===== src/rtl/vga_timing_pkg.sv =====
// rtl/vga_timing_pkg.sv - standard mode timings and total helpers for vga_scan_gen
package vga_timing_pkg;

  // SVGA 800x600@60 (40 MHz pixel clock)
  localparam int SVGA_H_VISIBLE = 800;
  localparam int SVGA_H_FRONT   = 40;
  localparam int SVGA_H_SYNC    = 128;
  localparam int SVGA_H_BACK    = 88;
  localparam int SVGA_V_VISIBLE = 600;
  localparam int SVGA_V_FRONT   = 1;
  localparam int SVGA_V_SYNC    = 4;
  localparam int SVGA_V_BACK    = 23;

  // VGA 640x480@60 (25.175 MHz pixel clock)
  localparam int VGA_H_VISIBLE = 640;
  localparam int VGA_H_FRONT   = 16;
  localparam int VGA_H_SYNC    = 96;
  localparam int VGA_H_BACK    = 48;
  localparam int VGA_V_VISIBLE = 480;
  localparam int VGA_V_FRONT   = 10;
  localparam int VGA_V_SYNC    = 2;
  localparam int VGA_V_BACK    = 33;

  localparam int SCAN_MAX_TOTAL = 65535;
  localparam int MAX_PIPE_DEPTH = 8;

  function automatic int h_total(input int visible, input int front, input int sync, input int back);
    return visible + front + sync + back;
  endfunction

  function automatic int v_total(input int visible, input int front, input int sync, input int back);
    return visible + front + sync + back;
  endfunction

endpackage


===== src/rtl/vga_delay_line.sv =====
// rtl/vga_delay_line.sv - WIDTH x DEPTH shift register with synchronous clear; DEPTH=0 is a wire
module vga_delay_line #(
  parameter int WIDTH = 1,
  parameter int DEPTH = 1
) (
  input  logic             clk,
  input  logic             nrst,
  input  logic [WIDTH-1:0] d_i,
  output logic [WIDTH-1:0] q_o
);

  if (DEPTH == 0) begin : g_bypass
    logic unused_clk_nrst;
    assign unused_clk_nrst = clk ^ nrst;
    assign q_o = d_i;
  end else begin : g_shift
    logic [WIDTH-1:0] stage_q [DEPTH];

    always_ff @(posedge clk) begin
      if (!nrst) begin
        for (int i = 0; i < DEPTH; i++) stage_q[i] <= '0;
      end else begin
        stage_q[0] <= d_i;
        for (int i = 1; i < DEPTH; i++) stage_q[i] <= stage_q[i-1];
      end
    end

    assign q_o = stage_q[DEPTH-1];
  end

endmodule


===== src/rtl/vga_scan_gen.sv =====
// rtl/vga_scan_gen.sv - parametrised VGA scan/timing generator with aligned sync and registered RGB
// Optional internal grid test pattern: VGA_SCAN_TESTPAT_EN
module vga_scan_gen
  import vga_timing_pkg::*;
#(
  parameter int H_VISIBLE   = SVGA_H_VISIBLE,
  parameter int H_FRONT     = SVGA_H_FRONT,
  parameter int H_SYNC      = SVGA_H_SYNC,
  parameter int H_BACK      = SVGA_H_BACK,
  parameter int V_VISIBLE   = SVGA_V_VISIBLE,
  parameter int V_FRONT     = SVGA_V_FRONT,
  parameter int V_SYNC      = SVGA_V_SYNC,
  parameter int V_BACK      = SVGA_V_BACK,
  parameter bit HSYNC_POL   = 1'b1,
  parameter bit VSYNC_POL   = 1'b1,
  parameter int PIPE_DEPTH  = 2,
  parameter int CHAR_W_LOG2 = 3,
  parameter int CHAR_H_LOG2 = 4,
  parameter int COLOR_BITS  = 4
) (
  input  logic                   clk,
  input  logic                   nrst,
  output logic [15:0]            hcount,
  output logic [15:0]            vcount,
  output logic                   fetch_en,
  output logic [15:0]            char_col,
  output logic [15:0]            char_row,
  output logic [CHAR_W_LOG2-1:0] glyph_x,
  output logic [CHAR_H_LOG2-1:0] glyph_y,
  output logic                   line_start,
  output logic                   frame_start,
  output logic [7:0]             frame_count,
  input  logic                   testpat,
  input  logic [COLOR_BITS-1:0]  pix_r,
  input  logic [COLOR_BITS-1:0]  pix_g,
  input  logic [COLOR_BITS-1:0]  pix_b,
  output logic [COLOR_BITS-1:0]  red,
  output logic [COLOR_BITS-1:0]  green,
  output logic [COLOR_BITS-1:0]  blue,
  output logic                   hsync,
  output logic                   vsync
);

  localparam int H_TOTAL = h_total(H_VISIBLE, H_FRONT, H_SYNC, H_BACK);
  localparam int V_TOTAL = v_total(V_VISIBLE, V_FRONT, V_SYNC, V_BACK);

  if (H_TOTAL > SCAN_MAX_TOTAL || V_TOTAL > SCAN_MAX_TOTAL) begin : g_total_check
    $error("vga_scan_gen: H_TOTAL or V_TOTAL exceeds the 16-bit counter range");
  end
  if (PIPE_DEPTH < 0 || PIPE_DEPTH > MAX_PIPE_DEPTH) begin : g_depth_check
    $error("vga_scan_gen: PIPE_DEPTH must be 0..8");
  end

  localparam logic [15:0] H_LAST   = 16'(H_TOTAL - 1);
  localparam logic [15:0] V_LAST   = 16'(V_TOTAL - 1);
  localparam logic [15:0] H_VIS    = 16'(H_VISIBLE);
  localparam logic [15:0] V_VIS    = 16'(V_VISIBLE);
  localparam logic [15:0] HS_START = 16'(H_VISIBLE + H_FRONT);
  localparam logic [15:0] HS_END   = 16'(H_VISIBLE + H_FRONT + H_SYNC);
  localparam logic [15:0] VS_START = 16'(V_VISIBLE + V_FRONT);
  localparam logic [15:0] VS_END   = 16'(V_VISIBLE + V_FRONT + V_SYNC);
  localparam logic [COLOR_BITS-1:0] COLOR_MAX = '1;

  logic [15:0] hcount_q, hcount_d, vcount_q, vcount_d;
  logic [7:0]  frame_count_q, frame_count_d;
  logic        h_wrap, v_wrap;

  always_comb begin
    h_wrap        = (hcount_q == H_LAST);
    v_wrap        = h_wrap && (vcount_q == V_LAST);
    hcount_d      = h_wrap ? 16'd0 : hcount_q + 16'd1;
    vcount_d      = vcount_q;
    if (h_wrap) vcount_d = (vcount_q == V_LAST) ? 16'd0 : vcount_q + 16'd1;
    frame_count_d = v_wrap ? frame_count_q + 8'd1 : frame_count_q;
  end

  always_ff @(posedge clk) begin
    if (!nrst) begin
      hcount_q      <= '0;
      vcount_q      <= '0;
      frame_count_q <= '0;
    end else begin
      hcount_q      <= hcount_d;
      vcount_q      <= vcount_d;
      frame_count_q <= frame_count_d;
    end
  end

  assign hcount      = hcount_q;
  assign vcount      = vcount_q;
  assign frame_count = frame_count_q;
  assign fetch_en    = (hcount_q < H_VIS) && (vcount_q < V_VIS);
  assign char_col    = hcount_q >> CHAR_W_LOG2;
  assign char_row    = vcount_q >> CHAR_H_LOG2;
  assign glyph_x     = hcount_q[CHAR_W_LOG2-1:0];
  assign glyph_y     = vcount_q[CHAR_H_LOG2-1:0];
  assign line_start  = (hcount_q == 16'd0);
  assign frame_start = (hcount_q == 16'd0) && (vcount_q == 16'd0);

  logic hsync_act, vsync_act;
  assign hsync_act = (hcount_q >= HS_START) && (hcount_q < HS_END);
  assign vsync_act = (vcount_q >= VS_START) && (vcount_q < VS_END);

  // Timing flags ride alongside the downstream pixel pipeline so they meet pix_* in the same cycle
`ifdef VGA_SCAN_TESTPAT_EN
  localparam int ALIGN_W = 4;
  logic on_grid;
  assign on_grid = (glyph_x == '0) || (glyph_y == '0);
`else
  localparam int ALIGN_W = 3;
`endif

  logic [ALIGN_W-1:0] align_in, align_out;
`ifdef VGA_SCAN_TESTPAT_EN
  assign align_in = {on_grid, vsync_act, hsync_act, fetch_en};
`else
  assign align_in = {vsync_act, hsync_act, fetch_en};
`endif

  vga_delay_line #(
    .WIDTH(ALIGN_W),
    .DEPTH(PIPE_DEPTH)
  ) u_align (
    .clk (clk),
    .nrst(nrst),
    .d_i (align_in),
    .q_o (align_out)
  );

  logic [COLOR_BITS-1:0] src_r, src_g, src_b;

  always_comb begin
    src_r = pix_r;
    src_g = pix_g;
    src_b = pix_b;
`ifdef VGA_SCAN_TESTPAT_EN
    if (testpat) begin
      src_r = align_out[3] ? COLOR_MAX : '0;
      src_g = align_out[3] ? COLOR_MAX : '0;
      src_b = align_out[3] ? '0 : (COLOR_MAX >> 1);
    end
`endif
  end

`ifndef VGA_SCAN_TESTPAT_EN
  logic unused_testpat;
  assign unused_testpat = testpat;
`endif

  logic [COLOR_BITS-1:0] red_q, green_q, blue_q;
  logic                  hsync_q, vsync_q;

  // Blanked pixels load 0 so nothing reaches the DAC outside the visible area
  always_ff @(posedge clk) begin
    if (!nrst) begin
      red_q   <= '0;
      green_q <= '0;
      blue_q  <= '0;
      hsync_q <= ~HSYNC_POL;
      vsync_q <= ~VSYNC_POL;
    end else begin
      red_q   <= align_out[0] ? src_r : '0;
      green_q <= align_out[0] ? src_g : '0;
      blue_q  <= align_out[0] ? src_b : '0;
      hsync_q <= align_out[1] ? HSYNC_POL : ~HSYNC_POL;
      vsync_q <= align_out[2] ? VSYNC_POL : ~VSYNC_POL;
    end
  end

  assign red   = red_q;
  assign green = green_q;
  assign blue  = blue_q;
  assign hsync = hsync_q;
  assign vsync = vsync_q;

endmodule


===== config.mk =====
export PLATFORM = sky130hd
export DESIGN_NAME = vga_scan_gen
export DESIGN_NICKNAME = d
export VERILOG_FILES = /design/src/rtl/vga_timing_pkg.sv /design/src/rtl/vga_delay_line.sv /design/src/rtl/vga_scan_gen.sv
export SDC_FILE = /design/constraint.sdc
export NUM_CORES = 1
export LEC_CHECK = 0
export ABC_AREA = 1
export CORE_ASPECT_RATIO = 1.5
export CORE_MARGIN = 2
export CORE_UTILIZATION = 46
export CTS_CLUSTER_DIAMETER = 60
export DETAILED_ROUTE_END_ITERATION = 8
export PLACE_DENSITY = 0.89
export SETUP_SLACK_MARGIN = 0.3
export SYNTH_ARGS = -nofsm -noshare
export SYNTH_HDL_FRONTEND = slang
export SYNTH_SLANG_ARGS = --single-unit

===== constraint.sdc =====
create_clock -name clk -period 1.8 [get_ports clk]
set_input_delay 0.27 -clock clk [delete_from_list [all_inputs] [get_ports clk]]
set_output_delay 0.27 -clock clk [all_outputs]
set_load 0.02 [all_outputs]

==> impl_metrics.yaml, run 1 <==
yosys:
  synth_cells: 496
  synth_top_area_cell: "dfxtp_1"
  async_flop_share_pct: 0
  synth_edf_count: 0
  ys_types: 27
  ys_ff_latch: 60
  avgSynthCellArea_sq_um: 6.77
  yosysTopAreaCellShare_pct: 35.8
  synth_warnings: 0
  ys_seq_area_share_pct: 35.8
  synth_area_sq_um: 3360
  synth_top_flop_cell: "dfxtp_1"
  synth_area_leaders: "dfxtp_1 36%, nand2_1 11%, buf_4 9.4%, nor2_1 8.7%, inv_1 7.3%"
global_routing:
  grt_start_max_net_pins: 16
  antenna_found_initial: 0
  grt_pass1_vias: 3795
  overflow: 0
  grtUsageTotal_pct: 27.1
  grt_pass1_wl_mm: 16.7
timing:
  rsz0062_at_grt: "true"
  post-route-min-period_ns: 1.90
  report.final.slew_viol_count: 0
  finalClockSkew_ns: 0.0126
  timing.hold.ws_ns: 0.417
  setup_viol: 2
  hold_viol: 0
  finalCritPeriodShare_pct: 106
  fmax_mhz: 526
  worst_slack_ns: -0.100
power_and_ir_drop:
  p_leak_nw: 2.62
  vdd_drop_max_v: 0.000561
  powerDensity_nw_per_um2: 493
clock_network:
  cts_tree: "yes"
  clk_pin_slew_ns: 0.07
  cts_max_path_buffers: 2
  cts.sinks: 60
  clockRootBuffer: "clkbuf_8"
  h-tree-depth: 3
  cts_buffers: 9
  clk_latency_ns: 0.35
critical_path:
  crit_type: "register to output port"
  cp.required_ns: 1.53
  crit_path_end_kind: "output port"
  arrival_ns: 1.63
  startpoint_type: "register"
  critPathMaxFanout: 2
drt:
  finalWirelength_mm: 11.9
  via_per_inst: 5.34
  initialDrtViolationCount: 389
  drc_errors: 0
  vias: 3996
  ant_nets: 0
  routedWlPerCell_um: 15.8
  firstDrtPassIters: 6
status:
  outcome: "finished, violations left"
  violations: "setup timing"
place:
  dp_worst_setup_slack_ns: -0.171
  dp.cells: 714
  dp_hpwl_mm: 6.82
  globalplace.congestion: 0.972
  port_buffers: 102
die:
  core-area_sq_um: 7180
  rows: 38
  num_io_pins: 111
  fp.dieH_um: 109
  die_area_sq_um: 8020
  start_util_pct: 46.8
  die_x_um: 73.8
final_layout:
  layout-drive-gt1-share_pct: 38.1
  fin_cells: 748
  fin_nets: 666
  antenna_cells: 0
  nFillCells: 453
  layout-area-overhead-vs-synth_pct: 63.2
flow_run:
  cap_violations: 0
min_path:
  hold_path.class: "register to register"
power by group:
| part | internal [mW] | total, mW | switching [mW] | leakage, nW |
|---|---|---|---|---|
| registers | 1.34 | 1.35 | 0.00753 | 0.494 |
| logic | 0.105 | 0.238 | 0.132 | 2.03 |
| clock network | 0.563 | 1.12 | 0.554 | 0.0915 |
| total | 2.01 | 2.70 | 0.694 | 2.62 |
worst max-delay path: stages (launching register included):
cell and delay [ns]:
dfxtp_1 0.33, nor2_2 0.18, nand3_1 0.22, nor2_4 0.18
o21ai_1 0.08, inv_1 0.11, nor2_4 0.06, buf_6 0.12
registers in the layout, indices dropped and copies added (netlist names):
signal / flops
u_align.g_shift.stage_q: 6
vsync: 1
red: 4
vcount: 16
blue: 4
green: 4
hcount: 16
frame_count: 8
hsync: 1
timing repair:
| action | CTS | global route |
|---|---|---|
| resized for setup | 221 | 121 |
| buffers inserted | 9 | 9 |
| pin swaps | 28 | 23 |
| hold buffers | 0 | 0 |
| endpoints found under the setup margin | 129 | 77 |
| cloned | 1 | 0 |
metrics by stage:
step	instance area [sq um]	utilization [%]	total power, mW	setup TNS, ns
final	5480	76.4	2.70	-0.140
after global routing	5480	76.4	2.80	-1.30
after CTS	5210	72.6	2.69	0
after detailed placement	4630	64.5	1.58	-0.426
after global placement	4630	64.5	1.57	-0.391
after floorplan	3400	-	1.49	0
synthesized netlist by cell type, drive strengths merged (2+ instances only):
library cell	count
buf	47
nor3b	2
o21ai	8
clkbuf	3
nor4	2
nand2	102
dfxtp	60
inv	69
xor2	12
o21bai	2
ha	7
a21oi	30
nor3	10
nor2	81
nand3	43
nand4	10
nand3b	5
final timing paths:
check                                 to  slack [ns]                                startpoint  depth (start not counted)
setup / recovery                fetch_en       -0.10                   vcount[10]$_SDFFE_PN0N_                          7
hold / removal          hsync$_SDFF_PN0_        0.42  u_align.g_shift.stage_q[0][4]$_SDFF_PN0_                          2
setup reg to reg  vcount[7]$_SDFFE_PN0N_        0.02                      hcount[8]$_SDFF_PP0_                         11
hold reg to reg         hsync$_SDFF_PN0_        0.42  u_align.g_shift.stage_q[0][4]$_SDFF_PN0_                          2
cell families (layout without fill, tap and decap cells):
family                     count (synthesis)  count (layout)  share of synthesized area [%]
buffers and inverters                    120             266                           18.7
and+or+nand+nor                          255             255                           33.4
other                                      1               7                          0.112
AOI/OAI and AO/OA                         41              41                           6.37
xor gates and xnor gates                  12              12                           3.13
adders and majority gates                  7               7                           2.61
DFF                                       60              60                           35.8
layer usage:
layer / routed length, um / share of wire (%) / GRT usage, % / vias to the layer above
met5: 0 / 0 / 0 / -
met4: 661 / 5.6 / 17.0 / 0
met3: 673 / 5.7 / 6.65 / 66
met2: 6360 / 54 / 49.2 / 238
met1: 4160 / 35 / 26.5 / 1887
li1: - / - / - / 1805
layout by cell type (no fill, tap or decap), types with 2 or more instances in the layout:
cell / instances
nand3b_1: 5
nand3_1: 20
ha_4: 3
xor2_1: 11
clkinv_2: 2
nand3_4: 5
nor2_1: 59
buf_8: 3
a21oi_1: 8
nor3_4: 2
clkdlybuf4s50_1: 13
dlygate4sd2_1: 49
buf_6: 15
nand4_1: 10
nor2_4: 15
conb_1: 7
dfxtp_1: 44
nand3_2: 18
inv_4: 2
ha_1: 4
inv_2: 9
dfxtp_4: 3
clkbuf_8: 11
clkbuf_2: 20
nor2_2: 6
nand2_2: 10
nand2_1: 79
buf_4: 63
inv_1: 58
nor3_1: 6
o21ai_0: 5
o21ai_2: 2
a21oi_2: 22
dfxtp_2: 13
nor3_2: 2
o21bai_1: 2
clkdlybuf4s15_1: 17
nand2_4: 13
layout make-up:
cell class | instances | area (sq um) | share of cell area (%)
Sequential cell | 60 | 1230 | 22.4
Tap cell | 100 | 125 | 2.28
Clock buffer | 11 | 151 | 2.76
Timing Repair Buffer | 181 | 1540 | 28.0
Inverter | 70 | 292 | 5.32
Clock inverter | 4 | 23.8 | 0.434
Multi-Input combinational cell | 322 | 2130 | 38.8
Note: power is estimated with default switching activity, not from simulation.
==> inputs of run 2 (changes only) <==
--- a/config.mk
+++ b/config.mk
@@ -6,8 +6,8 @@
 export NUM_CORES = 1
 export LEC_CHECK = 0
 export ABC_AREA = 1
+export CAP_MARGIN = 30
 export CORE_ASPECT_RATIO = 1.5
-export CORE_MARGIN = 2
 export CORE_UTILIZATION = 46
 export CTS_CLUSTER_DIAMETER = 60
 export DETAILED_ROUTE_END_ITERATION = 8
==> run 2 against run 1 <==
  * The run still ends with setup timing left
  * Hold slack improved by 0.0032 ns
  * Critical endpoint is now frame_start
  * Fmax fell by 0.90%
  * Core utilization rose by 1.7 points
  * Non-clock buffer count fell by 3
  * Clock-buffer cell count fell by 1
  * Largest power group unchanged
  * Global-route usage rose by 1.8 points
  * Critical path depth fell by 1
  * Combinational power rose by 8.8%
  * Wire length rose by 2.2%
==> impl_metrics.yaml, run 2 (same netlist as run 1, synthesis figures left out) <==
status:
  outcome: "finished, violations left"
  violations: "setup timing"
timing:
  worst_slack_ns: -0.118
  setup_viol: 3
  hold_viol: 0
  report.final.slew_viol_count: 0
  finalCritPeriodShare_pct: 107
  rsz0062_at_grt: "true"
  fmax_mhz: 521
  post-route-min-period_ns: 1.92
  timing.hold.ws_ns: 0.420
  finalClockSkew_ns: 0.0100
drt:
  highest_layer: "met4"
  wl_met3_um: 777
  via_per_inst: 5.55
  wl_met1_mm: 3.94
  initialDrtViolationCount: 244
  routedWlPerCell_um: 16.7
  firstDrtPassIters: 5
  ant_nets: 0
  vias: 4019
  wl_met2_mm: 6.64
  drc_errors: 0
  finalWirelength_mm: 12.1
global_routing:
  grt_pass1_wl_mm: 17.1
  grt_start_max_net_pins: 16
  grtUsageTotal_pct: 28.8
  grt_pass1_vias: 3785
  overflow: 0
  antenna_found_initial: 0
critical_path:
  startpoint_type: "register"
  reg2reg_slack_ns: 0.02
  critPathMaxFanout: 3
  reg2reg_depth: 10
  cp.required_ns: 1.53
  crit_type: "register to output port"
  arrival_ns: 1.65
  crit_path_end_kind: "output port"
  reg2reg_to: "frame_count[2]$_SDFFE_PN0P_"
  timing.rr.start: "hcount[11]$_SDFF_PP0_"
die:
  start_util_pct: 48.4
  num_io_pins: 111
  die_x_um: 71.8
  core-area_sq_um: 6940
  rows: 37
  die_area_sq_um: 7660
  fp.dieH_um: 107
final_layout:
  multi_input_area_sq_um: 2070
  layout-drive-gt1-share_pct: 34.5
  final_common_cell: "nand2_1"
  antenna_cells: 0
  final_cell_mix: "84 x nand2_1, 62 x buf_4, 60 x inv_1"
  postLayoutCoreUtil_pct: 78.1
  fin_cells: 724
  layout-area-overhead-vs-synth_pct: 61.4
  fin_nets: 663
  nFillCells: 446
  ff_latch_area_sq_um: 1220
place:
  dp_hpwl_mm: 7.02
  globalplace.congestion: 0.904
  dp.cells: 695
  port_buffers: 102
  dp_worst_setup_slack_ns: -0.232
power_and_ir_drop:
  p_leak_nw: 2.55
  powerDensity_nw_per_um2: 504
  vdd_drop_max_v: 0.000606
clock_network:
  hold_buffers: 0
  clockRootBuffer: "clkbuf_8"
  cts_max_path_buffers: 2
  h-tree-depth: 3
  clk_latency_ns: 0.37
  cts_tree: "yes"
  cts.sinks: 60
  clk_pin_slew_ns: 0.07
  cts_buffers: 9
min_path:
  hold_path.class: "input port to register"
  whs_endpoint: "red[0]$_SDFF_PN0_"
  min-delay-start: "pix_r[0]"
  whs_path_depth: 3
flow_run:
  cap_violations: 0
run 2: changes by cell type in the layout (fill, tap and decap cells not counted), sizes merged:
| cell | delta |
|---|---|
| clkbuf | -13 |
| clkdlybuf4s15 | +7 |
| clkinv | +3 |
| dlygate4sd2 | +2 |
| inv | -1 |
run 2: power breakdown:
group / switching (mW) / internal, mW / total (mW)
logic: 0.141 / 0.119 / 0.259
registers: 0.00853 / 1.34 / 1.35
clock network: 0.613 / 0.510 / 1.12
run 2: metrics by stage:
step	cell area [sq um]	power (mW)	setup TNS [ns]
after floorplan	3400	1.49	0
after global placement	4620	1.57	-0.347
after detailed placement	4620	1.58	-0.563
after CTS	5160	2.70	-0.0352
after global routing	5420	2.80	-0.530
final	5420	2.73	-0.252
run 2: what timing repair did:
action,CTS,global route
resized for setup,218,99
buffers inserted,10,2
endpoints found under the setup margin,129,69
cloned,1,0
pin swaps,32,33
run 2: layout make-up:
type | instances | share of cell area (%)
sequential | 60 | 22.5
inverter | 70 | 5.31
timing repair buffer | 178 | 29.0
clock inverter | 6 | 0.946
multi-input combinational | 322 | 38.1
tap | 78 | 1.80
clock buffer | 10 | 2.35
run 2: worst max-delay path, cell delays in order (launching register included):
cell     delay, ns
dfxtp_1       0.32
nor2_1        0.19
nand2_1       0.19
nor2_4        0.17
nand3_2       0.13
nor2_2        0.15
buf_6         0.13
run 2: how the worst max path moves through the flow:
stage                              start                      end  slack [ns]  cells after the start
finish              hcount[7]$_SDFF_PP0_              frame_start       -0.12                      6
global route        hcount[7]$_SDFF_PP0_              frame_start       -0.17                      6
CTS                 hcount[1]$_SDFF_PP0_              frame_start       -0.04                      7
detailed placement  hcount[1]$_SDFF_PP0_              frame_start       -0.23                      7
global placement    hcount[0]$_SDFF_PP0_              frame_start       -0.15                      7
floorplan           hcount[0]$_SDFF_PP0_  vcount[11]$_SDFFE_PN0N_        0.29                      9
run 2: per-layer routing:
metal,vias up,GRT usage [%]
met5,-,0
met4,0,18.8
met3,80,6.11
met2,232,54.6
met1,1890,27.1
li1,1817,-
